[config.mk]
export PLATFORM = sky130hd
export DESIGN_NAME = mul_div_sequencer
export DESIGN_NICKNAME = d
export VERILOG_FILES = /design/src/rtl/mul_div_sequencer.sv
export SDC_FILE = /design/constraint.sdc
export NUM_CORES = 1
export LEC_CHECK = 0
export ABC_AREA = 1
export CORE_MARGIN = 4
export CORE_UTILIZATION = 47
export CTS_BUF_LIST = sky130_fd_sc_hd__clkbuf_16
export DETAILED_ROUTE_END_ITERATION = 10
export DONT_BUFFER_PORTS = 1
export GPL_TIMING_DRIVEN = 0
export PLACE_DENSITY = 0.62
export SYNTH_ARGS = -nofsm -noshare
export SYNTH_HDL_FRONTEND = slang
export SYNTH_SLANG_ARGS = --single-unit
[constraint.sdc]
create_clock -name clock -period 6.3 [get_ports clock]
set_input_delay 0.945 -clock clock [delete_from_list [all_inputs] [get_ports clock]]
set_output_delay 0.945 -clock clock [all_outputs]
set_load 0.1 [all_outputs]
[src/rtl/mul_div_sequencer.sv]
// Iterative signed multiply (radix-2 Booth) / signed restoring divide on one shared add/sub datapath.
// Latency WIDTH+1 edges after the start edge; start is ignored while busy, and accepted again in the done cycle.
module mul_div_sequencer #(
  parameter int WIDTH = 32
) (
  input  logic             clock,
  input  logic             clear,
  input  logic             start,
  input  logic             op,
  input  logic [WIDTH-1:0] a,
  input  logic [WIDTH-1:0] b,
  output logic             busy,
  output logic             done,
  output logic [WIDTH-1:0] hi,
  output logic [WIDTH-1:0] lo,
  output logic             div_by_zero
);

  localparam int CW = $clog2(WIDTH + 1);

  typedef enum logic [1:0] {IDLE, RUN, FIX} state_t;

  state_t           state;
  logic [WIDTH-1:0] acc;
  logic [WIDTH-1:0] qreg;
  logic [WIDTH-1:0] mreg;
  logic             q_1;
  logic             op_r;
  logic             sa;
  logic             sb;
  logic             dz;
  logic [CW-1:0]    cnt;

  logic [WIDTH:0]   add_x;
  logic [WIDTH:0]   add_y;
  logic             add_cin;
  logic [WIDTH:0]   sum;

  // One extra bit keeps the Booth accumulator exact for M = -2^(W-1)
  // and gives the divide trial-subtract its borrow bit.
  always_comb begin
    add_x   = {acc[WIDTH-1], acc};
    add_y   = '0;
    add_cin = 1'b0;
    if (op_r) begin
      add_x   = {acc, qreg[WIDTH-1]};
      add_y   = ~{1'b0, mreg};
      add_cin = 1'b1;
    end else if (qreg[0] && !q_1) begin
      add_y   = ~{mreg[WIDTH-1], mreg};
      add_cin = 1'b1;
    end else if (!qreg[0] && q_1) begin
      add_y   = {mreg[WIDTH-1], mreg};
    end
  end

  assign sum  = add_x + add_y + {{WIDTH{1'b0}}, add_cin};
  assign busy = (state != IDLE);

  always_ff @(posedge clock or negedge clear) begin
    if (!clear) begin
      state       <= IDLE;
      acc         <= '0;
      qreg        <= '0;
      mreg        <= '0;
      q_1         <= 1'b0;
      op_r        <= 1'b0;
      sa          <= 1'b0;
      sb          <= 1'b0;
      dz          <= 1'b0;
      cnt         <= '0;
      done        <= 1'b0;
      hi          <= '0;
      lo          <= '0;
      div_by_zero <= 1'b0;
    end else begin
      case (state)
        IDLE: begin
          done <= 1'b0;
          if (start) begin
            op_r        <= op;
            sa          <= a[WIDTH-1];
            sb          <= b[WIDTH-1];
            dz          <= op && (b == '0);
            acc         <= '0;
            q_1         <= 1'b0;
            qreg        <= (op && a[WIDTH-1]) ? -a : a;
            mreg        <= (op && b[WIDTH-1]) ? -b : b;
            cnt         <= '0;
            div_by_zero <= 1'b0;
            state       <= RUN;
          end
        end
        RUN: begin
          if (op_r) begin
            if (!sum[WIDTH]) begin
              acc  <= sum[WIDTH-1:0];
              qreg <= {qreg[WIDTH-2:0], 1'b1};
            end else begin
              acc  <= {acc[WIDTH-2:0], qreg[WIDTH-1]};
              qreg <= {qreg[WIDTH-2:0], 1'b0};
            end
          end else begin
            acc  <= sum[WIDTH:1];
            qreg <= {sum[0], qreg[WIDTH-1:1]};
            q_1  <= qreg[0];
          end
          cnt <= cnt + CW'(1);
          if (cnt == CW'(WIDTH - 1)) state <= FIX;
        end
        FIX: begin
          // With a zero divisor every trial succeeds, so the remainder
          // rebuilds |a| and the sign fix-up returns the dividend itself.
          hi          <= (op_r && sa) ? -acc : acc;
          lo          <= !op_r ? qreg : (dz ? '1 : ((sa ^ sb) ? -qreg : qreg));
          div_by_zero <= dz;
          done        <= 1'b1;
          state       <= IDLE;
        end
        default: state <= IDLE;
      endcase
    end
  end

endmodule

==> results.toml <==
[run_status]
status = "finished, final reports clean"

[worst_setup_path]
r2r_start = "op_r"
end_kind = "register"
max_stage_delay_ns = 0.58
worstReg2RegEnd = "acc[12]"
cp.arrival_ns = 4.89
r2r_cells = 22
reg2reg_slack_ns = 1.77
cp-start-kind = "register"
crit_type = "register to register"
cp_max_fo = 10
cpMaxStageDelayCell = "fa_1"
cp_common_cell = "nand2_2"
crit_chain = "inv_1 > clkbuf_1 > nand2_1 > clkbuf_1 > nand2_1 > o21ai_0 > fa_1 > fa_1 > o21ai_1 > nand3_1 > nand2_2 > nand2_2 > nand2_2 > nand2_2 > nand2_2 > nand2_2 > buf_6 > buf_6 > nand3_2 > nand3_1 > nand2_1 > nand2_1"
cp_data_required_time_ns = 6.65

[die]
die_area_um2 = 34300
io_pins = 135
row_count = 64
die_height_um = 185
fp.dieW_um = 185
core_area_um2 = 30700
initial_core_util = 0.479

[clock_network]
insertion_delay_ns = 0.46
cts.repair.resized = 0
clk_pin_slew_ns = 0.08
h-tree-depth = 4
cts_setup_buffers = 0
numCtsBuffers = 17
cts-hold-fix-buffers = 0
cts.path.max_buffers = 2
cts_sinks = 175
cts_tree = "yes"
cts_root_buf = "clkbuf_16"

[detailed_routing]
ant_nets = 0
vias_per_cell = 5.36
firstDrtPassIters = 6
first_iter_violations = 1339
wire_per_inst_um = 17.6
vias = 15100
wirelength_mm = 49.7
drc = 0

[finish]
nets = 2519
nFillCells = 3269
seqCellArea_um2 = 4380
final_cell_area_um2 = 15800
multiInputGateArea_um2 = 8730
syn_to_final_growth_pct = 7.20
layout-drive-gt1-share = 0.0437
n_antenna_cell = 0

[sta]
rsz0062_at_grt = "no"
slew_headroom = 0.377
period_share = 0.720
fin_setup_tns_ns = 0
setup_viol = 0
tightest_slew_ns = 0.935
min_period_ns = 4.53
fin_skew_ns = 0.0143
final-hold-violation-count = 0
fmax_mhz = 221
slew_viol_final = 0

[placed_design]
finalWeightedCongestion = 0.971
portBuffers = 0
postPlaceCellArea_um2 = 15200
post-dp-hpwl_mm = 40.5

[yosys]
syn_avg_cell_area_um2 = 6.16
ys_seq_area_frac = 0.297
async_flop_share = 1.00
synth.net_count = 2500
synthFlopType = "dfrtp_1"
syn_area_um2 = 14700
synth_edf_count = 0
synth_cell_types = 50
yosys_warnings = 0
netlist_instances = 2394
synth-seq-cells = 175

[global_routing]
grt_pass1_vias = 13800
grt_max_degree = 176
antenna_found_initial = 1
overflow = 0
grt_usage = 0.290
grt_first_pass_wirelength_mm = 77.1

[run]
drv_cap = 0

[hold_path]
min_path_type = "input port to async pin"
[logic make-up after synthesis]
family,after synthesis,synth area share
XOR/XNOR,76,0.0457
buffers and inverters,418,0.111
AO/OA/AOI/OAI,403,0.145
flip-flops,175,0.297
AND/OR/NAND/NOR,1284,0.368
adder cells (fa/ha/maj),38,0.0333
[layout by cell type (no fill, tap or decap), drive strengths merged, types with 6 or more instances in the layout]
master  instances
nand2         747
inv           322
nor2          264
o21ai         222
nand3         193
dfrtp         175
a21oi         129
clkbuf         91
xor2           70
ha             36
nor3           28
buf            26
nand4          22
a31oi          13
clkinv          9
o31ai           8
a22oi           8
nand3b          7
and3            7
xnor2           6
o22ai           6
or2             6
nor4            6
[per-stage QoR]
stage	hold WS, ns	setup slack [ns]	util	cells
after global routing	0.148	1.55	0.514	2822
after detailed placement	0.502	1.87	0.496	2790
after CTS	0.154	1.85	0.514	2822
final	0.179	1.77	0.514	2822
after global placement	0.490	1.87	0.496	2790
after floorplan	0.463	3.00	-	2394
[worst max path at each step]
| stage | depth (start not counted) | slack (ns) | from | to |
|---|---|---|---|---|
| after floorplan | 22 | 3.00 | op_r | acc[6] |
| after global placement | 22 | 1.87 | op_r | acc[12] |
| after detailed placement | 22 | 1.87 | op_r | acc[12] |
| after CTS | 22 | 1.85 | op_r | acc[12] |
| after global routing | 22 | 1.55 | op_r | acc[15] |
| final | 22 | 1.77 | op_r | acc[12] |
[flip-flops by register name (all words and copies together), names as in the netlist, 2 cells and up]
register,cells
acc,32
hi,32
lo,32
mreg,32
qreg,32
cnt,6
state,2
[synthesized netlist by cell type, types with 5 or more instances]
cell	number	area, um2
and3_1	7	43.8
nor2_2	6	37.5
nand3b_1	7	52.6
nor3_1	25	125
nand3_2	21	210
inv_2	5	18.8
o21ai_0	214	1070
o22ai_1	6	37.5
nand3_1	172	861
dfrtp_1	175	4380
nor4_1	5	31.3
inv_1	312	1170
ha_1	36	450
buf_2	12	60.1
nand2_1	735	2760
xor2_1	69	604
a31oi_1	13	81.3
o31ai_1	8	60.1
o21ai_1	8	40.0
nor2_1	257	965
a21oi_1	127	636
or2_2	5	31.3
nand4_1	22	138
clkbuf_1	74	278
nand2_2	12	75.1
a22oi_1	8	60.1
xnor2_1	6	52.6
buf_1	6	22.5
[critical path: cells and delay by family (launching register included)]
kind | cells | cell delay [ns]
adders and majority gates | 2 | 1.07
buffers and inverters | 5 | 1.25
DFF | 1 | 0.45
AOI/OAI and AO/OA | 2 | 0.37
and+or+nand+nor | 13 | 1.28
[per-layer routing]
layer | track usage | up-vias | share of wire
li1 | - | 7667 | -
met3 | 0.0723 | 61 | 0.097
met5 | 0 | - | 0
met4 | 0.0646 | 0 | 0.019
met2 | 0.408 | 595 | 0.40
met1 | 0.445 | 6810 | 0.49
[cell type report]
| class | count | share of cell area |
|---|---|---|
| Inverter | 318 | 0.0755 |
| Multi-Input combinational cell | 1801 | 0.552 |
| Clock inverter | 15 | 0.00894 |
| Buffer | 100 | 0.0281 |
| Tap cell | 396 | 0.0313 |
| Sequential cell | 175 | 0.277 |
| Clock buffer | 17 | 0.0269 |
Power is not shown: default switching activity piles up to over one toggle a cycle in this logic, so the estimate is an artifact.
